<file path="config.mk">
export PLATFORM = sky130hd
export DESIGN_NAME = mult_arbiter_flat
export DESIGN_NICKNAME = d
export VERILOG_FILES = /design/src/rtl/mult_arbiter_if.sv /design/src/rtl/mult_arbiter.sv /design/src/flat_wrapper.sv
export SDC_FILE = /design/constraint.sdc
export NUM_CORES = 1
export LEC_CHECK = 0
export CORE_AREA = 2 2 103 105
export DETAILED_ROUTE_END_ITERATION = 16
export DIE_AREA = 0 0 105 107
export DONT_BUFFER_PORTS = 1
export PLACE_DENSITY = 0.65
export SLEW_MARGIN = 0
export SYNTH_ARGS = -nofsm -noshare
export SYNTH_HDL_FRONTEND = slang
export SYNTH_SLANG_ARGS = --single-unit
</file>
<file path="constraint.sdc">
create_clock -name clk -period 4.5 [get_ports clk]
set_clock_uncertainty 0.15 [all_clocks]
set_input_delay 0.45 -clock clk [delete_from_list [all_inputs] [get_ports clk]]
set_output_delay 0.45 -clock clk [all_outputs]
set_load 0.01 [all_outputs]
</file>
<file path="src/rtl/mult_arbiter_if.sv">
// Requester, multiplier and response signals of mult_arbiter.
// The arbiter connects through the master modport; the environment uses slave.
interface mult_arbiter_if #(
  parameter int N_REQ = 4
);
  localparam int IDW = $clog2(N_REQ);

  logic [N_REQ-1:0]    in_valid;
  logic [N_REQ-1:0]    in_ready;
  logic [N_REQ*16-1:0] in_arg_a;
  logic [N_REQ*16-1:0] in_arg_b;
  logic [N_REQ-1:0]    in_arg_a_parity;
  logic [N_REQ-1:0]    in_arg_b_parity;

  logic                mult_req;
  logic [15:0]         mult_arg_a;
  logic [15:0]         mult_arg_b;
  logic                mult_arg_a_parity;
  logic                mult_arg_b_parity;
  logic [31:0]         mult_result;
  logic                mult_result_parity;
  logic                mult_arg_parity_error;
  logic                mult_result_rdy;

  logic                out_valid;
  logic [IDW-1:0]      out_id;
  logic [31:0]         out_result;
  logic                out_result_parity;
  logic                out_arg_parity_error;
  logic                out_timeout;
  logic [15:0]         done_cnt;

  modport master (
    input  in_valid, in_arg_a, in_arg_b, in_arg_a_parity, in_arg_b_parity,
    input  mult_result, mult_result_parity, mult_arg_parity_error, mult_result_rdy,
    output in_ready,
    output mult_req, mult_arg_a, mult_arg_b, mult_arg_a_parity, mult_arg_b_parity,
    output out_valid, out_id, out_result, out_result_parity, out_arg_parity_error,
    output out_timeout, done_cnt
  );

  modport slave (
    output in_valid, in_arg_a, in_arg_b, in_arg_a_parity, in_arg_b_parity,
    output mult_result, mult_result_parity, mult_arg_parity_error, mult_result_rdy,
    input  in_ready,
    input  mult_req, mult_arg_a, mult_arg_b, mult_arg_a_parity, mult_arg_b_parity,
    input  out_valid, out_id, out_result, out_result_parity, out_arg_parity_error,
    input  out_timeout, done_cnt
  );
endinterface

</file>
<file path="src/rtl/mult_arbiter.sv">
// Round-robin arbiter sharing one parity-checked 16x16 multiplier between
// N_REQ requesters, with timeout abort and an ID-tagged response pulse.
module mult_arbiter #(
  parameter int N_REQ          = 4,
  parameter int TIMEOUT_CYCLES = 255
) (
  input  logic          clk,
  input  logic          rst,
  mult_arbiter_if.master bus
);
  localparam int IDW = $clog2(N_REQ);
  localparam logic [15:0]    TO_LAST = 16'(TIMEOUT_CYCLES - 1);
  localparam logic [IDW-1:0] ID_LAST = IDW'(N_REQ - 1);

  typedef enum logic [1:0] {IDLE, ISSUE, RESP} state_t;

  state_t         state, state_nxt;
  logic [IDW-1:0] rr_ptr;
  logic [IDW-1:0] grant;
  logic           grant_vld;
  logic [IDW+3:0] base;
  logic [15:0]    to_cnt;

  assign base = {grant, 4'd0};

  // Search starts at rr_ptr and wraps, so the last winner has lowest priority.
  always_comb begin : grant_search
    int unsigned    idx;
    logic [IDW-1:0] idx_w;
    grant     = '0;
    grant_vld = 1'b0;
    idx       = 0;
    idx_w     = '0;
    for (int unsigned i = 0; i < N_REQ; i++) begin
      idx = 32'(rr_ptr) + i;
      if (idx >= 32'(N_REQ)) idx = idx - 32'(N_REQ);
      idx_w = IDW'(idx);
      if (!grant_vld && bus.in_valid[idx_w]) begin
        grant_vld = 1'b1;
        grant     = idx_w;
      end
    end
  end

  always_ff @(posedge clk) begin
    if (rst) state <= IDLE;
    else     state <= state_nxt;
  end

  always_comb begin
    state_nxt    = state;
    bus.in_ready = '0;
    case (state)
      IDLE: begin
        if (grant_vld && !rst) begin
          bus.in_ready[grant] = 1'b1;
          state_nxt           = ISSUE;
        end
      end
      ISSUE: begin
        if (bus.mult_result_rdy || to_cnt == TO_LAST) state_nxt = RESP;
      end
      RESP:    state_nxt = IDLE;
      default: state_nxt = IDLE;
    endcase
  end

  always_ff @(posedge clk) begin
    if (rst) begin
      bus.mult_req             <= 1'b0;
      bus.mult_arg_a           <= '0;
      bus.mult_arg_b           <= '0;
      bus.mult_arg_a_parity    <= 1'b0;
      bus.mult_arg_b_parity    <= 1'b0;
      bus.out_valid            <= 1'b0;
      bus.out_id               <= '0;
      bus.out_result           <= '0;
      bus.out_result_parity    <= 1'b0;
      bus.out_arg_parity_error <= 1'b0;
      bus.out_timeout          <= 1'b0;
      bus.done_cnt             <= '0;
      rr_ptr                   <= '0;
      to_cnt                   <= '0;
    end else begin
      bus.out_valid <= 1'b0;
      case (state)
        IDLE: begin
          if (grant_vld) begin
            bus.mult_req          <= 1'b1;
            bus.mult_arg_a        <= bus.in_arg_a[base +: 16];
            bus.mult_arg_b        <= bus.in_arg_b[base +: 16];
            bus.mult_arg_a_parity <= bus.in_arg_a_parity[grant];
            bus.mult_arg_b_parity <= bus.in_arg_b_parity[grant];
            bus.out_id            <= grant;
            rr_ptr                <= (grant == ID_LAST) ? '0 : grant + IDW'(1);
            to_cnt                <= '0;
          end
        end
        ISSUE: begin
          if (bus.mult_result_rdy) begin
            bus.mult_req             <= 1'b0;
            bus.out_valid            <= 1'b1;
            bus.out_result           <= bus.mult_result;
            bus.out_result_parity    <= bus.mult_result_parity;
            bus.out_arg_parity_error <= bus.mult_arg_parity_error;
            bus.out_timeout          <= 1'b0;
            bus.done_cnt             <= bus.done_cnt + 16'd1;
          end else if (to_cnt == TO_LAST) begin
            bus.mult_req             <= 1'b0;
            bus.out_valid            <= 1'b1;
            bus.out_result           <= '0;
            bus.out_result_parity    <= 1'b0;
            bus.out_arg_parity_error <= 1'b0;
            bus.out_timeout          <= 1'b1;
          end else begin
            to_cnt <= to_cnt + 16'd1;
          end
        end
        default: ;
      endcase
    end
  end
endmodule

</file>
<file path="src/flat_wrapper.sv">
// flat-port wrapper written by rule: the top's interface ports become plain ports
module mult_arbiter_flat 
#(
  parameter int N_REQ          = 4,
  parameter int TIMEOUT_CYCLES = 255
)
  (clk, rst, bus_in_valid, bus_in_arg_a, bus_in_arg_b, bus_in_arg_a_parity, bus_in_arg_b_parity, bus_mult_result, bus_mult_result_parity, bus_mult_arg_parity_error, bus_mult_result_rdy, bus_in_ready, bus_mult_req, bus_mult_arg_a, bus_mult_arg_b, bus_mult_arg_a_parity, bus_mult_arg_b_parity, bus_out_valid, bus_out_id, bus_out_result, bus_out_result_parity, bus_out_arg_parity_error, bus_out_timeout, bus_done_cnt);
  mult_arbiter_if #(.N_REQ(N_REQ)) bus_i ();
  input  logic clk;
  input  logic rst;
  input wire logic [$bits(bus_i.in_valid)-1:0] bus_in_valid;
  input wire logic [$bits(bus_i.in_arg_a)-1:0] bus_in_arg_a;
  input wire logic [$bits(bus_i.in_arg_b)-1:0] bus_in_arg_b;
  input wire logic [$bits(bus_i.in_arg_a_parity)-1:0] bus_in_arg_a_parity;
  input wire logic [$bits(bus_i.in_arg_b_parity)-1:0] bus_in_arg_b_parity;
  input wire logic [$bits(bus_i.mult_result)-1:0] bus_mult_result;
  input wire logic [$bits(bus_i.mult_result_parity)-1:0] bus_mult_result_parity;
  input wire logic [$bits(bus_i.mult_arg_parity_error)-1:0] bus_mult_arg_parity_error;
  input wire logic [$bits(bus_i.mult_result_rdy)-1:0] bus_mult_result_rdy;
  output wire logic [$bits(bus_i.in_ready)-1:0] bus_in_ready;
  output wire logic [$bits(bus_i.mult_req)-1:0] bus_mult_req;
  output wire logic [$bits(bus_i.mult_arg_a)-1:0] bus_mult_arg_a;
  output wire logic [$bits(bus_i.mult_arg_b)-1:0] bus_mult_arg_b;
  output wire logic [$bits(bus_i.mult_arg_a_parity)-1:0] bus_mult_arg_a_parity;
  output wire logic [$bits(bus_i.mult_arg_b_parity)-1:0] bus_mult_arg_b_parity;
  output wire logic [$bits(bus_i.out_valid)-1:0] bus_out_valid;
  output wire logic [$bits(bus_i.out_id)-1:0] bus_out_id;
  output wire logic [$bits(bus_i.out_result)-1:0] bus_out_result;
  output wire logic [$bits(bus_i.out_result_parity)-1:0] bus_out_result_parity;
  output wire logic [$bits(bus_i.out_arg_parity_error)-1:0] bus_out_arg_parity_error;
  output wire logic [$bits(bus_i.out_timeout)-1:0] bus_out_timeout;
  output wire logic [$bits(bus_i.done_cnt)-1:0] bus_done_cnt;
  assign bus_i.in_valid = bus_in_valid;
  assign bus_i.in_arg_a = bus_in_arg_a;
  assign bus_i.in_arg_b = bus_in_arg_b;
  assign bus_i.in_arg_a_parity = bus_in_arg_a_parity;
  assign bus_i.in_arg_b_parity = bus_in_arg_b_parity;
  assign bus_i.mult_result = bus_mult_result;
  assign bus_i.mult_result_parity = bus_mult_result_parity;
  assign bus_i.mult_arg_parity_error = bus_mult_arg_parity_error;
  assign bus_i.mult_result_rdy = bus_mult_result_rdy;
  assign bus_in_ready = bus_i.in_ready;
  assign bus_mult_req = bus_i.mult_req;
  assign bus_mult_arg_a = bus_i.mult_arg_a;
  assign bus_mult_arg_b = bus_i.mult_arg_b;
  assign bus_mult_arg_a_parity = bus_i.mult_arg_a_parity;
  assign bus_mult_arg_b_parity = bus_i.mult_arg_b_parity;
  assign bus_out_valid = bus_i.out_valid;
  assign bus_out_id = bus_i.out_id;
  assign bus_out_result = bus_i.out_result;
  assign bus_out_result_parity = bus_i.out_result_parity;
  assign bus_out_arg_parity_error = bus_i.out_arg_parity_error;
  assign bus_out_timeout = bus_i.out_timeout;
  assign bus_done_cnt = bus_i.done_cnt;
  mult_arbiter #(.N_REQ(N_REQ), .TIMEOUT_CYCLES(TIMEOUT_CYCLES)) u_core (.clk(clk), .rst(rst), .bus(bus_i));
endmodule
</file>
==> results of run 1 <==
## sequential cells by signal (all words and copies together) (netlist names)
signal                           count
u_core.bus.out_result               32
u_core.bus.done_cnt                 16
u_core.bus.mult_arg_a               16
u_core.bus.mult_arg_b               16
u_core.to_cnt                       16
u_core.bus.out_id                    2
u_core.rr_ptr                        2
u_core.state                         2
u_core.bus.mult_arg_a_parity         1
u_core.bus.mult_arg_b_parity         1
u_core.bus.mult_req                  1
u_core.bus.out_arg_parity_error      1
u_core.bus.out_result_parity         1
u_core.bus.out_timeout               1
u_core.bus.out_valid                 1
## synth_stat cells, drive strengths merged
master,n,area share [%]
nor3b,1,0.15
nand2,88,6.6
nand2b,4,0.50
nor3,11,1.3
and3,5,0.62
clkbuf,27,2.0
nand4,9,1.1
and4b,1,0.20
o21a,1,0.15
a211oi,2,0.30
buf,14,1.3
or3,4,0.50
nand4bb,1,0.22
nor2b,3,0.37
a221o,1,0.20
and4bb,1,0.25
inv,9,0.67
nand3,12,1.2
o21ai,42,4.2
or4,1,0.15
mux2i,38,7.6
a21oi,51,5.1
a32oi,34,5.9
dfxtp,109,44
o31ai,1,0.15
nor2,34,2.7
xnor2,12,2.1
and4,3,0.52
nand3b,1,0.15
and2,2,0.25
o211ai,34,5.1
nor4,6,1.0
o21bai,1,0.15
and3b,1,0.17
ha,4,1.0
o41ai,1,0.17
xor2,12,2.1
## worst paths after layout
check                    from                        end  cells after the start
max reg2reg  u_core.to_cnt[0]  u_core.bus.out_result[24]                      8
max          u_core.rr_ptr[1]            bus_in_ready[2]                      8
min                       rst           u_core.to_cnt[1]                      1
min reg2reg  u_core.to_cnt[7]           u_core.to_cnt[7]                      2
## cell families after synthesis
logic type	Yosys count	share of synthesized area (%)
flops	109	43.6
simple gates	188	18.1
xor+xnor	24	4.20
buf+inv	50	4.02
mux	38	7.60
fa+ha+maj	4	1.00
compound gates	168	21.5
## per-layer routing
layer / share of wire [%] / wire length (um) / GRT usage, %
met1: 39 / 5490 / 29.8
met2: 51 / 7100 / 42.2
met4: 1.6 / 226 / 8.19
met3: 7.9 / 1100 / 5.84
met5: 0 / 0 / 0
## worst register-to-register path: cells and delay by family (launching register included)
kind / cells / cell delay (ns)
flops: 1 / 0.45
fa+ha+maj: 1 / 0.19
simple gates: 2 / 0.43
buf+inv: 2 / 0.43
compound gates: 3 / 0.81
## power groups by stage
stage	clock network (mW)	registers, mW	logic, mW
2_1_floorplan	0	1.14	0.262
3_3_place_gp	0	1.17	0.298
3_5_place_dp	0	1.18	0.307
4_1_cts	0.608	1.15	0.319
5_1_grt	0.644	1.16	0.357
6_report	0.593	1.15	0.321
## cell type report
class,instances,area share [%]
clock buffers,9,2.33
clock inverters,7,1.36
inverters,9,0.635
multi-input cells,422,49.4
flip-flops and latches,109,41.0
well taps,136,3.20
repair buffers,12,2.12
## repair_timing
item                       CTS  global route
hold buffers                 2             0
setup endpoints to repair    0             0
hold endpoints to repair    56             0
## through the flow
step / hold slack [ns] / power (mW) / utilization, %
global route: 0.0163 / 2.16 / 52.7
detailed placement: 0.348 / 1.48 / 50.4
floorplan: 0.311 / 1.40 / -
CTS: 0.0142 / 2.08 / 52.7
finish: 0.0318 / 2.07 / 52.7
global placement: 0.335 / 1.47 / 50.4
==> flow_metrics.env, run 1 <==
export IMPL_status="complete, no violations"
export IMPL_r2r_slack_ns=1.97
export IMPL_drc=0
export IMPL_grt_max_degree=57
export IMPL_synth_seq_area_share_pct=43.6
export IMPL_hold_violations=0
export IMPL_viasPerCell=6.25
export IMPL_finalWorstSetupSlack_ns=1.53
export IMPL_critical_path_class="reg2out"
export IMPL_setup_tns_ns=0
export IMPL_start_util_pct=49.6
export IMPL_cp_common_cell="nand2_1"
export IMPL_critPathRequiredTime_ns=3.90
export IMPL_syn_cell_area_um2=5010
export IMPL_path_clk_slew_ns=0.11
export IMPL_power_per_cell_area_nw_per_um2=388
export IMPL_intPower_mw=1.39
export IMPL_pwr_share_seq_pct=55.8
export IMPL_area_growth_pct=6.30
export IMPL_n_fill_cell=965
export IMPL_ys_seq_elements=109
export IMPL_worstSetupStartpointType="flip-flop"
export IMPL_ys_warnings_count=0
export IMPL_critical_path_arrival_ns=2.37
export IMPL_ctsResizeCount=0
export IMPL_gp_congestion=1.02
export IMPL_antenna_found_initial=0
export IMPL_synthDistinctLibCells=43
export IMPL_fin_nets=744
export IMPL_critical_path_max_stage_delay_ns=0.47
export IMPL_hold_path_class="in2reg"
export IMPL_die_w_um=105
export IMPL_multi_input_area_um2=2630
export IMPL_route_vias_total=4400
export IMPL_end_kind="output port"
export IMPL_power_share_clock_pct=28.7
export IMPL_dr_pass1_iters=5
export IMPL_rows=37
export IMPL_dp_final_hpwl_mm=10.2
export IMPL_p_leak_nw=1.79
export IMPL_grt_overflow=0
export IMPL_critPathBufInv=3
export IMPL_cts_buffers=9
export IMPL_core_area_um2=10100
export IMPL_cp_slowest_cell="dfxtp_1"
export IMPL_htreeDepth=3
export IMPL_wl_per_cell_um=19.8
export IMPL_relSlewSlack_pct=44.6
export IMPL_syn_nets=762
export IMPL_drtIter0Drc=402
export IMPL_instances_no_fill=704
export IMPL_ff_latch_area_um2=2180
export IMPL_period_needed_ns=2.97
export IMPL_ir_drop_v=0.000224
export IMPL_setup_viol=0
export IMPL_clk_path_buf_depth=2
export IMPL_antenna_left=0
export IMPL_drive_above_1_share_pct=5.81
export IMPL_layout_commonest_cell="dfxtp_1"
export IMPL_ios=270
export IMPL_worst_pin_slew_ns=0.825
export IMPL_cts_root_buffer="clkbuf_8"
export IMPL_drt_total_wl_mm=13.9
export IMPL_grt_pass1_wl_mm=21.9
export IMPL_dp_cells=686
export IMPL_max_freq_mhz=336
export IMPL_cts_setup_buffers=0
export IMPL_post_dp_cell_area_um2=5090
export IMPL_die_h_um=107
export IMPL_cts_num_sinks=109
export IMPL_diodes=0
export IMPL_critical_path_top_delay_family="buffers and inverters"
export IMPL_comb_power_share_pct=15.5
export IMPL_cts_tree="built"
export IMPL_rsz0062_at_grt="no"
export IMPL_final_cell_area_um2=5320
export IMPL_port_buffers=0
export IMPL_place_ws_ns=1.91
export IMPL_track_usage_pct=24.4
export IMPL_mostFrequentLayoutCells="dfxtp_1 (109), nand2_1 (88), a21oi_1 (50), o21ai_0 (40), mux2i_1 (38)"
export IMPL_grt_pass1_vias=4129
export IMPL_worstPathCellList="nand2_1 > a221o_1 > nand2_1 > buf_4 > inv_1 > nand2_1 > buf_4 > nor2_1"
export IMPL_final_max_slew_viol_count=0
export IMPL_syn_avg_cell_area_um2=8.62
export IMPL_synthCells=581
export IMPL_die_area_um2=11200
export IMPL_switching_share_pct=32.7
export IMPL_period_share_pct=66.1
export IMPL_p_sw_mw=0.676
export IMPL_cp_max_fo=36
export IMPL_maxCapViolations=0
export IMPL_insertion_delay_ns=0.37
Note: power is estimated with default switching activity, not from simulation.
==> run 2, diff against run 1 <==
==> constraint.sdc (replaced) <==
create_clock -name clk -period 3.1 [get_ports clk]
set_clock_uncertainty 0.15 [all_clocks]
set_input_delay 0.31 -clock clk [delete_from_list [all_inputs] [get_ports clk]]
set_output_delay 0.31 -clock clk [all_outputs]
set_load 0.01 [all_outputs]
==> run 2 against run 1 <==
Sequential power rose by 46%. Largest cell class unchanged. First-iteration DRC count fell by 3.5%. Via count rose by 12%. Cell area rose by 20%. Cell count rose by 15%. Register-to-register slack got worse by 1.9 ns. Non-clock buffer count rose by 106. Sequential share of layout area fell by 6.8 points.
==> flow_metrics.env, run 2 (same netlist as run 1, synthesis figures left out) <==
export IMPL_worstSetupStartpointType="flip-flop"
export IMPL_power_per_cell_area_nw_per_um2=505
export IMPL_die_area_um2=11200
export IMPL_max_flop_register="u_core.bus.out_result"
export IMPL_top_layer="met4"
export IMPL_viasPerCell=6.08
export IMPL_hold_path_endpoint="u_core.to_cnt[11]"
export IMPL_antenna_found_initial=0
export IMPL_cp_slowest_cell="dlygate4sd3_1"
export IMPL_wl_met2_mm=8.13
export IMPL_critical_path_arrival_ns=3.11
export IMPL_largest_reg_flops=32
export IMPL_cts_num_sinks=109
export IMPL_port_buffers=0
export IMPL_track_usage_pct=27.9
export IMPL_dr_pass1_iters=6
export IMPL_wl_per_cell_um=19.8
export IMPL_cp_common_cell="mux2i_1"
export IMPL_gp_congestion=0.859
export IMPL_final_cell_area_um2=6370
export IMPL_route_vias_total=4921
export IMPL_diodes=0
export IMPL_max_freq_mhz=334
export IMPL_status="complete, no violations"
export IMPL_ios=270
export IMPL_r2r_slack_ns=0.10
export IMPL_cts_tree="built"
export IMPL_critPathBufInv=2
export IMPL_layout_commonest_cell="dfxtp_1"
export IMPL_die_h_um=107
export IMPL_drive_above_1_share_pct=5.64
export IMPL_fin_nets=850
export IMPL_drt_total_wl_mm=16.0
export IMPL_mostFrequentLayoutCells="dfxtp_1 (109), dlygate4sd3_1 (102), nand2_1 (88), a21oi_1 (50), o21ai_0 (40)"
export IMPL_core_area_um2=10100
export IMPL_critical_path_top_delay_family="buffers and inverters"
export IMPL_critical_path_class="reg2reg"
export IMPL_whs_ns=0.0600
export IMPL_grt_overflow=0
export IMPL_hold_start="bus_mult_result_rdy"
export IMPL_drtIter0Drc=388
export IMPL_dp_final_hpwl_mm=10.3
export IMPL_end_kind="flip-flop"
export IMPL_insertion_delay_ns=0.38
export IMPL_die_w_um=105
export IMPL_grt_max_degree=63
export IMPL_rows=37
export IMPL_area_growth_pct=27.3
export IMPL_dr_wl_met3_mm=1.34
export IMPL_path_clk_slew_ns=0.11
export IMPL_post_dp_cell_area_um2=5100
export IMPL_setup_viol=0
export IMPL_critPathRequiredTime_ns=3.22
export IMPL_relSlewSlack_pct=54.4
export IMPL_final_max_slew_viol_count=0
export IMPL_wl_met1_mm=5.94
export IMPL_maxCapViolations=0
export IMPL_worst_pin_slew_ns=0.679
export IMPL_ff2ff_path_depth=7
export IMPL_period_share_pct=96.7
export IMPL_critical_path_max_stage_delay_ns=0.57
export IMPL_htreeDepth=3
export IMPL_hold_violations=0
export IMPL_antenna_left=0
export IMPL_p_leak_nw=2.30
export IMPL_cts_buffers=9
export IMPL_drc=0
export IMPL_worstPathCellList="mux2i_1 > o21ai_1 > nor2_4 > buf_4 > mux2i_1 > o211ai_1 > dlygate4sd3_1"
export IMPL_cts_root_buffer="clkbuf_8"
export IMPL_clk_path_buf_depth=2
export IMPL_ctsResizeCount=0
export IMPL_start_util_pct=49.6
export IMPL_timing_rr_start="u_core.rr_ptr[1]"
export IMPL_cp_max_fo=34
export IMPL_hold_path_depth=4
export IMPL_r2r_end="u_core.bus.mult_arg_a[1]"
export IMPL_hold_path_class="in2reg"
export IMPL_grt_pass1_vias=4783
export IMPL_ir_drop_v=0.000290
export IMPL_power_mw=3.22
export IMPL_grt_pass1_wl_mm=24.9
export IMPL_period_needed_ns=3.00
-- run 2: cell types whose count changed in the layout (fill, tap and decap cells not counted) --
cell / change
dlygate4sd3_1: +101
buf_4: +5
clkinv_8: +1
inv_8: -1
-- run 2: repair_timing --
item | CTS | global route
hold buffers | 103 | 0
endpoints found under the setup margin | 0 | 3
endpoints found under the hold margin | 96 | 0
setup buffers | 0 | 3
-- run 2: tightest hold or removal path: cells and delay by family --
family / cells / cell delay, ns
XOR/XNOR: 1 / 0.06
AND/OR/NAND/NOR: 3 / 0.18
-- run 2: final cells by class --
cell class / instances / area (um2)
multi-input combinational: 422 / 2630
clock buffer: 9 / 124
clock inverter: 7 / 77.6
fill: 868 / 3720
inverter: 9 / 33.8
tap: 136 / 170
sequential: 109 / 2180
timing repair buffer: 118 / 1160
-- run 2: report_power, final --
group | switching (mW) | total, mW | internal [mW]
combinational | 0.336 | 0.671 | 0.335
clock | 0.552 | 0.874 | 0.322
sequential | 0.160 | 1.68 | 1.52
-- run 2: worst max path at each step --
| stage | start | endpoint | cells after the start |
|---|---|---|---|
| after floorplan | u_core.rr_ptr[1] | bus_in_ready[3] | 7 |
| after global placement | u_core.rr_ptr[1] | u_core.bus.mult_arg_a[1] | 6 |
| after detailed placement | u_core.rr_ptr[1] | u_core.bus.mult_arg_a[6] | 6 |
| after CTS | u_core.rr_ptr[1] | u_core.bus.mult_arg_a[7] | 7 |
| after global routing | u_core.rr_ptr[1] | u_core.bus.mult_arg_a[1] | 7 |
| final | u_core.rr_ptr[1] | u_core.bus.mult_arg_a[1] | 7 |
-- run 2: per-layer routing --
layer	up-vias	global-route usage (%)
met2	279	48.7
met1	2302	31.5
met4	0	13.0
met3	56	8.15
met5	-	0
li1	2284	-
-- run 2: through the flow --
step           std cells  worst slack (ns)  util [%]  TNS (ns)
2_1_floorplan        581             0.991         -         0
4_1_cts              807             0.220      62.9         0
3_5_place_dp         688             0.768      50.6         0
5_1_grt              810          -0.00869      63.2  -0.00869
6_report             810             0.103      63.2         0
3_3_place_gp         688             0.836      50.6         0
==> run 3, diff against run 2 <==
--- a/config.mk
+++ b/config.mk
@@ -6,6 +6,7 @@
 export NUM_CORES = 1
 export LEC_CHECK = 0
 export CORE_AREA = 2 2 103 105
+export CTS_BUF_LIST = sky130_fd_sc_hd__clkbuf_8
 export DETAILED_ROUTE_END_ITERATION = 16
 export DIE_AREA = 0 0 105 107
 export DONT_BUFFER_PORTS = 1
==> results of run 3 <==
No change in the layout: final DEF, timing and power equal those of run 2.
